$ cat src/rtl/hazard_issue_ctrl_pkg.sv
// Shared definitions for the issue-side hazard controller: opcodes, the NOP word,
// FSM encoding and the decoded-field bundle.
package hazard_issue_ctrl_pkg;

  localparam logic [5:0] OP_RTYPE = 6'h00;
  localparam logic [5:0] OP_BEQ   = 6'h04;
  localparam logic [5:0] OP_BNE   = 6'h05;
  localparam logic [5:0] OP_BGTZ  = 6'h07;
  localparam logic [5:0] OP_ADDI  = 6'h08;
  localparam logic [5:0] OP_ADDIU = 6'h09;
  localparam logic [5:0] OP_SLTI  = 6'h0A;
  localparam logic [5:0] OP_ANDI  = 6'h0C;
  localparam logic [5:0] OP_ORI   = 6'h0D;
  localparam logic [5:0] OP_LUI   = 6'h0F;
  localparam logic [5:0] OP_LW    = 6'h23;
  localparam logic [5:0] OP_SW    = 6'h2B;

  localparam logic [31:0] NOP_INSTR = 32'h0000_0000;

  typedef enum logic [1:0] {
    ST_RUN     = 2'd0,
    ST_BR_WAIT = 2'd1
  } state_e;

  typedef struct packed {
    logic       writes;
    logic [4:0] dest;
    logic       rs_used;
    logic       rt_used;
    logic       is_branch;
  } fields_t;

  // 5-bit register compare cell: $0 is hardwired, so it never creates a dependency.
  function automatic logic reg_match(input logic [4:0] dest, input logic [4:0] src);
    return (dest != 5'd0) && (dest == src);
  endfunction

endpackage

$ cat src/rtl/hazard_issue_ctrl_decode.sv
// Extracts hazard-relevant fields from one 32-bit instruction word.
module instr_fields_decode
  import hazard_issue_ctrl_pkg::*;
(
  input  logic [31:0] i_instr,
  output fields_t     o_fields
);

  logic [5:0] w_op;
  logic       w_unused;

  assign w_op     = i_instr[31:26];
  assign w_unused = ^i_instr[10:0];

  always_comb begin
    o_fields = '0;
    case (w_op)
      OP_RTYPE: begin
        o_fields.writes  = 1'b1;
        o_fields.dest    = i_instr[15:11];
        o_fields.rs_used = 1'b1;
        o_fields.rt_used = 1'b1;
      end
      OP_LW, OP_ADDI, OP_ADDIU, OP_ANDI, OP_ORI, OP_SLTI: begin
        o_fields.writes  = 1'b1;
        o_fields.dest    = i_instr[20:16];
        o_fields.rs_used = 1'b1;
      end
      OP_LUI: begin
        o_fields.writes = 1'b1;
        o_fields.dest   = i_instr[20:16];
      end
      OP_BEQ, OP_BNE: begin
        o_fields.rs_used   = 1'b1;
        o_fields.rt_used   = 1'b1;
        o_fields.is_branch = 1'b1;
      end
      OP_SW: begin
        o_fields.rs_used = 1'b1;
        o_fields.rt_used = 1'b1;
      end
      OP_BGTZ: begin
        o_fields.rs_used   = 1'b1;
        o_fields.is_branch = 1'b1;
      end
      default: ;
    endcase
  end

endmodule

$ cat src/rtl/hazard_issue_ctrl.sv
// Issue-stage hazard controller: stalls on RAW against the last DEPTH issued words and
// inserts BR_PENALTY bubbles after each branch, counting stall cycles.
module hazard_issue_ctrl
  import hazard_issue_ctrl_pkg::*;
#(
  parameter int DEPTH      = 3,
  parameter int BR_PENALTY = 3,
  parameter int CNT_W      = 16
) (
  input  logic             clk,
  input  logic             reset_n,
  input  logic [31:0]      in_instr,
  input  logic             in_valid,
  output logic             stall,
  output logic [31:0]      out_instr,
  output logic             out_valid,
  output logic [CNT_W-1:0] stall_count,
  output logic [1:0]       state_o
);

  localparam logic [2:0] BR_LOAD = 3'(BR_PENALTY);

  logic [31:0]      r_hist [DEPTH];
  logic [31:0]      r_out_instr;
  logic             r_out_valid;
  logic [CNT_W-1:0] r_stall_count;
  logic [2:0]       r_br_cnt;
  state_e           r_state;

  fields_t          w_cand;
  fields_t          w_hist_f [DEPTH];
  logic [DEPTH-1:0] w_slot_hit;
  logic             w_raw_hit;
  logic             w_stall;
  logic [31:0]      w_issue;
  logic             w_issue_valid;
  logic [2:0]       w_br_cnt_nxt;
  state_e           w_state_nxt;
  logic             w_unused_cand;

  instr_fields_decode u_cand_dec (
    .i_instr  (in_instr),
    .o_fields (w_cand)
  );

  assign w_unused_cand = ^{w_cand.writes, w_cand.dest};

  for (genvar k = 0; k < DEPTH; k++) begin : g_hist
    logic w_unused_slot;

    instr_fields_decode u_hist_dec (
      .i_instr  (r_hist[k]),
      .o_fields (w_hist_f[k])
    );

    assign w_unused_slot = ^{w_hist_f[k].rs_used, w_hist_f[k].rt_used, w_hist_f[k].is_branch};
    assign w_slot_hit[k] = w_hist_f[k].writes &&
                           ((w_cand.rs_used && reg_match(w_hist_f[k].dest, in_instr[25:21])) ||
                            (w_cand.rt_used && reg_match(w_hist_f[k].dest, in_instr[20:16])));
  end

  assign w_raw_hit = in_valid && (|w_slot_hit);

  // Next state and issue word; a branch with a pending RAW waits in RUN before its penalty starts.
  always_comb begin
    w_stall       = 1'b0;
    w_issue       = NOP_INSTR;
    w_issue_valid = 1'b0;
    w_br_cnt_nxt  = r_br_cnt;
    w_state_nxt   = r_state;
    case (r_state)
      ST_RUN: begin
        if (w_raw_hit) begin
          w_stall = 1'b1;
        end else if (in_valid) begin
          w_issue       = in_instr;
          w_issue_valid = 1'b1;
          if (w_cand.is_branch) begin
            w_br_cnt_nxt = BR_LOAD;
            w_state_nxt  = ST_BR_WAIT;
          end
        end
      end
      ST_BR_WAIT: begin
        w_stall      = 1'b1;
        w_br_cnt_nxt = r_br_cnt - 3'd1;
        if (r_br_cnt == 3'd1) begin
          w_state_nxt = ST_RUN;
        end
      end
      default: begin
        w_state_nxt = ST_RUN;
      end
    endcase
  end

  always_ff @(posedge clk or negedge reset_n) begin
    if (!reset_n) begin
      r_state  <= ST_RUN;
      r_br_cnt <= 3'd0;
    end else begin
      r_state  <= w_state_nxt;
      r_br_cnt <= w_br_cnt_nxt;
    end
  end

  always_ff @(posedge clk or negedge reset_n) begin
    if (!reset_n) begin
      for (int k = 0; k < DEPTH; k++) begin
        r_hist[k] <= NOP_INSTR;
      end
      r_out_instr <= NOP_INSTR;
      r_out_valid <= 1'b0;
    end else begin
      r_hist[0] <= w_issue;
      for (int k = 1; k < DEPTH; k++) begin
        r_hist[k] <= r_hist[k-1];
      end
      r_out_instr <= w_issue;
      r_out_valid <= w_issue_valid;
    end
  end

  always_ff @(posedge clk or negedge reset_n) begin
    if (!reset_n) begin
      r_stall_count <= '0;
    end else if (w_stall && (r_stall_count != '1)) begin
      r_stall_count <= r_stall_count + 1'b1;
    end
  end

  assign stall       = w_stall;
  assign out_instr   = r_out_instr;
  assign out_valid   = r_out_valid;
  assign stall_count = r_stall_count;
  assign state_o     = r_state;

endmodule

$ cat config.mk
export PLATFORM = sky130hd
export DESIGN_NAME = hazard_issue_ctrl
export DESIGN_NICKNAME = d
export VERILOG_FILES = /design/src/rtl/hazard_issue_ctrl_pkg.sv /design/src/rtl/hazard_issue_ctrl_decode.sv /design/src/rtl/hazard_issue_ctrl.sv
export SDC_FILE = /design/constraint.sdc
export NUM_CORES = 1
export LEC_CHECK = 0
export CORE_MARGIN = 1.5
export CORE_UTILIZATION = 50
export DETAILED_ROUTE_END_ITERATION = 10
export GPL_ROUTABILITY_DRIVEN = 0
export PLACE_DENSITY = 0.78
export SLEW_MARGIN = 20
export SYNTH_ARGS = -nofsm -noshare
export SYNTH_HDL_FRONTEND = slang
export SYNTH_SLANG_ARGS = --single-unit
$ cat constraint.sdc
create_clock -name clk -period 7.7 [get_ports clk]
set_input_delay 1.54 -clock clk [delete_from_list [all_inputs] [get_ports clk]]
set_output_delay 1.54 -clock clk [all_outputs]
set_load 0.01 [all_outputs]
Yosys cells after proc, flatten, opt, wreduce, memory -nomap -nowiden
Index checks and enable logic that the tools add are counted.

Output and inout bits: 52. Word-level logic and storage cells: 114. Bits of input ports: 35. Bits in registers: 118.

Reduce and logical (&&, ||, !) cells: 38. Add/subtract/negate cells: 2. Equality and inequality tests: 44. Mux-type cells: 23.

Operators with widths (number): $eq A6 B4 Y1 const B (23); $mux W32 (3); $pmux W6 S2 (3); $eq A5 B5 Y1 (6); $eq A6 B6 Y1 const B (5); $logic_not A6 Y1 (4); $reduce_or A7 Y1 (3); $eq A6 B3 Y1 const B (3); $logic_and A1 B1 Y1 (17); $add A16 B1 Y16 const B (1); $ne A16 B16 Y1 const B (1); $reduce_bool A5 Y1 (3); $reduce_or A11 Y1 (1); $mux W3 (3); $mux W2 (4); $reduce_and A4 Y1 (2); $mux W1 (7); $ne A2 B2 Y1 const B (3); $pmux W3 S2 (1); $reduce_or A3 Y1 (2); $pmux W2 S2 (1); $reduce_or A4 Y1 (1); $eq A3 B1 Y1 const B (1); $logic_or A1 B1 Y1 (3); other kinds (6) (6).

Longest topological paths before layout
Gate-level depths: netlist of the first run.

Word-level depth: 13. Gate-level depth with buffers: 11. Depth with buffers taken out: 9.

Modules after synthesis
From an unflattened synthesis of the first run, not the netlist that was laid out.

Cells, all modules: 429. Area, all modules: 5243.8 um^2.

Modules (own cells, without submodules): hazard_issue_ctrl (cells an instance 313, times used 1, area an instance 4428.0 um^2, sequential area each 2927.8 um^2); instr_fields_decode (cells an instance 29, times used 4, area an instance 203.9 um^2, sequential area each 0.0 um^2).

Worst setup path before layout of the first run
No wires, ideal clock.

Kind: input port to output port. From: in in_instr[27]. To: out stall. Data arrival time: 3.634 ns. Cell stages on the path: 7. Setup slack: 2.526 ns. Cells stage by stage: or4_1 -> a21o_1 -> or4_1 -> a2111oi_2 -> a32oi_1 -> nand3_1 -> a21o_1.

Longest elaborated chain between the ends: 10.

Ends and longest elaborated chain: from (decl) (RTL line hazard_issue_ctrl.sv:12) `input logic [31:0] in_instr,`; $eq A6 B6 Y1, or another cell as far along (RTL line hazard_issue_ctrl_decode.sv:17) `case (w_op)`; $reduce_or A11 Y1 (no source line) or $reduce_or A4 Y1 (tied branches); $mux W1 (RTL line hazard_issue_ctrl_decode.sv:17); $logic_and A1 B1 Y1, on equally long branches (RTL line hazard_issue_ctrl.sv:58, hazard_issue_ctrl.sv:59); $logic_or A1 B1 Y1 (RTL line hazard_issue_ctrl.sv:58) `((w_cand.rs_used && reg_match(w_hist_f[k].dest, in_instr[25:21])) ||`; $logic_and A1 B1 Y1 (RTL line hazard_issue_ctrl.sv:57) `assign w_slot_hit[k] = w_hist_f[k].writes &&`; $reduce_or A3 Y1 * (RTL line hazard_issue_ctrl.sv:62) `assign w_raw_hit = in_valid && (|w_slot_hit);`; $logic_and A1 B1 Y1 * (RTL line hazard_issue_ctrl.sv:62); $mux W1 * (RTL line hazard_issue_ctrl.sv:73) `if (w_raw_hit) begin`; $pmux W1 S2 * (RTL line hazard_issue_ctrl.sv:71) `case (r_state)`; to (decl) (RTL line hazard_issue_ctrl.sv:14) `output logic stall,`.

Every way passes the cells marked *; elsewhere a longest branch is shown, timed or not.

Final worst setup path of the first run
Ends and elaborated chain as after synthesis.

==> metrics.txt, run 1 <==
met3 wire length=1030 µm; FFs w/ async S/R, synth=1.00; sequential fraction of the synthesis area=0.500; worst ir drop on vdd=0.176 mV; worst-margin pin slew=0.958 ns; die width=95.3 µm; area used by multi-input combinational logic=0.00201 mm²; synthesis-to-finish area growth=26.3%; die area=0.00908 mm²; part of the power in registers=0.470; Syn Std Cell Area=0.00426 mm²; Avg Synthesized Cell Area=10.2 µm²; Reg area=0.00213 mm²; gr usage total=0.255; power per cell area=245 mW/mm²; flops & latches, synth=85; I/O pins=87; setup TNS=0 ns; Leakage=2.31 nW; Slew Limit Fails=0; Worst-Skew Late Latency=0.36 ns; Initial DRC Count=486; Critical Path RT=6.16 ns; Num CTS Buffers=9; Hold Fails Final Rpt=0; layout cells sized above 1=0.0552; vias per inst=6.25; htree depth=3; final design area excluding fillers=0.00538 mm²; Relative slew margins=0.358; M1 WL=4490 µm; internal power=845 µW; deepest clock path buffer count=2; hold buffer count at CTS=0; DR DRC count=0; Area after DPL=0.00518 mm²; Filler cells=647; setup violators final=0; global-route wire length before repair=17700 µm; Root Buffer Master=clkbuf_8; Layout Nets=540; CP endpoint kind=output port; CTS tree=yes; grt ovf=0; Synth Instances=417; Top FF cell, synth=dfrtp_1; total placed cells including tap cells=596; combinational power share=0.314; # rows=33; largest net degree at the start of global routing=86; Layout Cells excl Fill=612; post-route clock period utilization=0.850; status=complete, no violations; routed len/inst=18.1 µm; vias=3828; # resized after CTS=0; Place WS=1.24 ns; yosys synthesis warning count=0; RSZ-0062 raised after global routing=false; commonest cells after routing, fill and taps aside=dfrtp_1, clkdlybuf4s50_1, nand3_1; n_diodes=0; highest routed layer=met4; Critical Path AT=5.01 ns; total power=1.32 mW; Met2 Wirelength=5230 µm; fmax=153 MHz; TritonRoute pass-1 iters=8; number of port buffers=85; minimum clock period after layout=6.55 ns; startpoint types=primary input; Routed WL=11100 µm; Initial Utilization=0.518; Syn Nets=455; most common cell after layout, fill and taps aside=dfrtp_1; Synth cell types=62; Core Util, Final=0.654; HPWL after detailed placement=7980 µm; vias in the first global route=3593; crit-path max FO=15; worst hold path class=register to register; core area=0.00822 mm²; Clk pwr share=0.216; Crit Path Class=primary input to output port; number of setup buffers added after CTS=0; number of synthesized flops with an enable pin=0; post-route ant nets=0; Clock Skews=0.0109 ns; number of max-cap violations=0; initial antenna violation count=0; switch share=0.358; Switching Power=471 µW; CTS sink cnt=85; worst hold slack=0.405 ns; Die Height=95.3 µm; setup ws final=1.15 ns; clock-pin slew on the worst setup and hold paths=0.09 ns
[cell usage after synthesis (all sizes together), types with 5 or more instances]
master	instances	area, µm²
and2	25	156
and3	12	75.1
xnor2	21	184
nor4	18	134
dfrtp	85	2130
a21oi	9	45.0
buf	5	33.8
or4	8	60.1
nand3	32	160
nor2b	7	43.8
a22oi	10	75.1
a31oi	6	37.5
clkbuf	7	26.3
and3b	5	43.8
o211ai	10	75.1
nand4	12	75.1
nor2	21	78.8
nand2	25	96.4
nor3	5	30.0
o21ai	12	60.1
inv	18	67.6
[registers in the layout (all words and copies together) (netlist names)]
| name | cells |
|---|---|
| r_hist | 32 |
| out_instr | 32 |
| out_valid | 1 |
| r_br_cnt | 3 |
| state_o | 1 |
| stall_count | 16 |
[path summary, 6_finish.rpt]
| check | startpoint | to | slack (ns) | cells after the start |
|---|---|---|---|---|
| setup / recovery | in_instr[27] | stall | 1.15 | 10 |
| hold / removal | r_hist[46] | r_hist[14] | 0.41 | 0 |
| setup reg to reg | r_hist[63] | out_instr[28] | 4.03 | 10 |
| hold reg to reg | r_hist[46] | r_hist[14] | 0.41 | 0 |
| max in group asynchronous | reset_n | r_hist[11] | 5.97 | 1 |
| min in group asynchronous | reset_n | stall_count[11] | 1.19 | 1 |
[cell type report]
| cell class | count | area share |
|---|---|---|
| clock buffers | 10 | 0.0237 |
| well taps | 105 | 0.0244 |
| multi-input cells | 302 | 0.375 |
| inverters | 18 | 0.0126 |
| clock inverters | 6 | 0.00885 |
| flip-flops and latches | 85 | 0.396 |
| repair buffers | 86 | 0.160 |
[layer usage]
| metal | vias up | track usage |
|---|---|---|
| li1 | 1729 | - |
| met1 | 1811 | 0.338 |
| met2 | 247 | 0.400 |
| met3 | 41 | 0.0598 |
| met4 | 0 | 0.112 |
| met5 | - | 0 |
[kinds of logic (layout without fill, tap and decap cells)]
group | count (synthesis) | after routing | synth area share
xor+xnor | 24 | 24 | 0.0494
fa+ha+maj | 3 | 3 | 0.00882
mux | 4 | 4 | 0.00970
simple gates | 185 | 185 | 0.255
buf+inv | 30 | 120 | 0.0300
flops | 85 | 85 | 0.500
other cells | 1 | 1 | 0.000881
compound gates | 85 | 85 | 0.147
[power groups by stage]
| stage | sequential (mW) | clock [mW] | combinational (mW) |
|---|---|---|---|
| finish | 0.619 | 0.284 | 0.413 |
| global route | 0.631 | 0.307 | 0.451 |
| CTS | 0.616 | 0.292 | 0.409 |
| detailed placement | 0.624 | 0 | 0.406 |
| global placement | 0.622 | 0 | 0.398 |
| floorplan | 0.608 | 0 | 0.241 |
[critical path: stages]
cell and delay (ns):
clkdlybuf4s50_1 0.50, or4_1 0.56, a21o_1 0.25, or4_1 0.55, a2111oi_2 0.37, a32oi_1 0.21
nand3_1 0.13, buf_4 0.20, a21o_1 0.16, clkdlybuf4s50_1 0.54
Power figures use the tool's default switching activity.
==> run 2, diff against run 1 <==
--- a/config.mk
+++ b/config.mk
@@ -7,6 +7,8 @@
 export LEC_CHECK = 0
 export CORE_MARGIN = 1.5
 export CORE_UTILIZATION = 50
+export CTS_CLUSTER_DIAMETER = 120
+export CTS_CLUSTER_SIZE = 28
 export DETAILED_ROUTE_END_ITERATION = 10
 export GPL_ROUTABILITY_DRIVEN = 0
 export PLACE_DENSITY = 0.78
==> results of run 2 <==
Same layout as run 1: the final DEF is identical, and so are final timing and power.
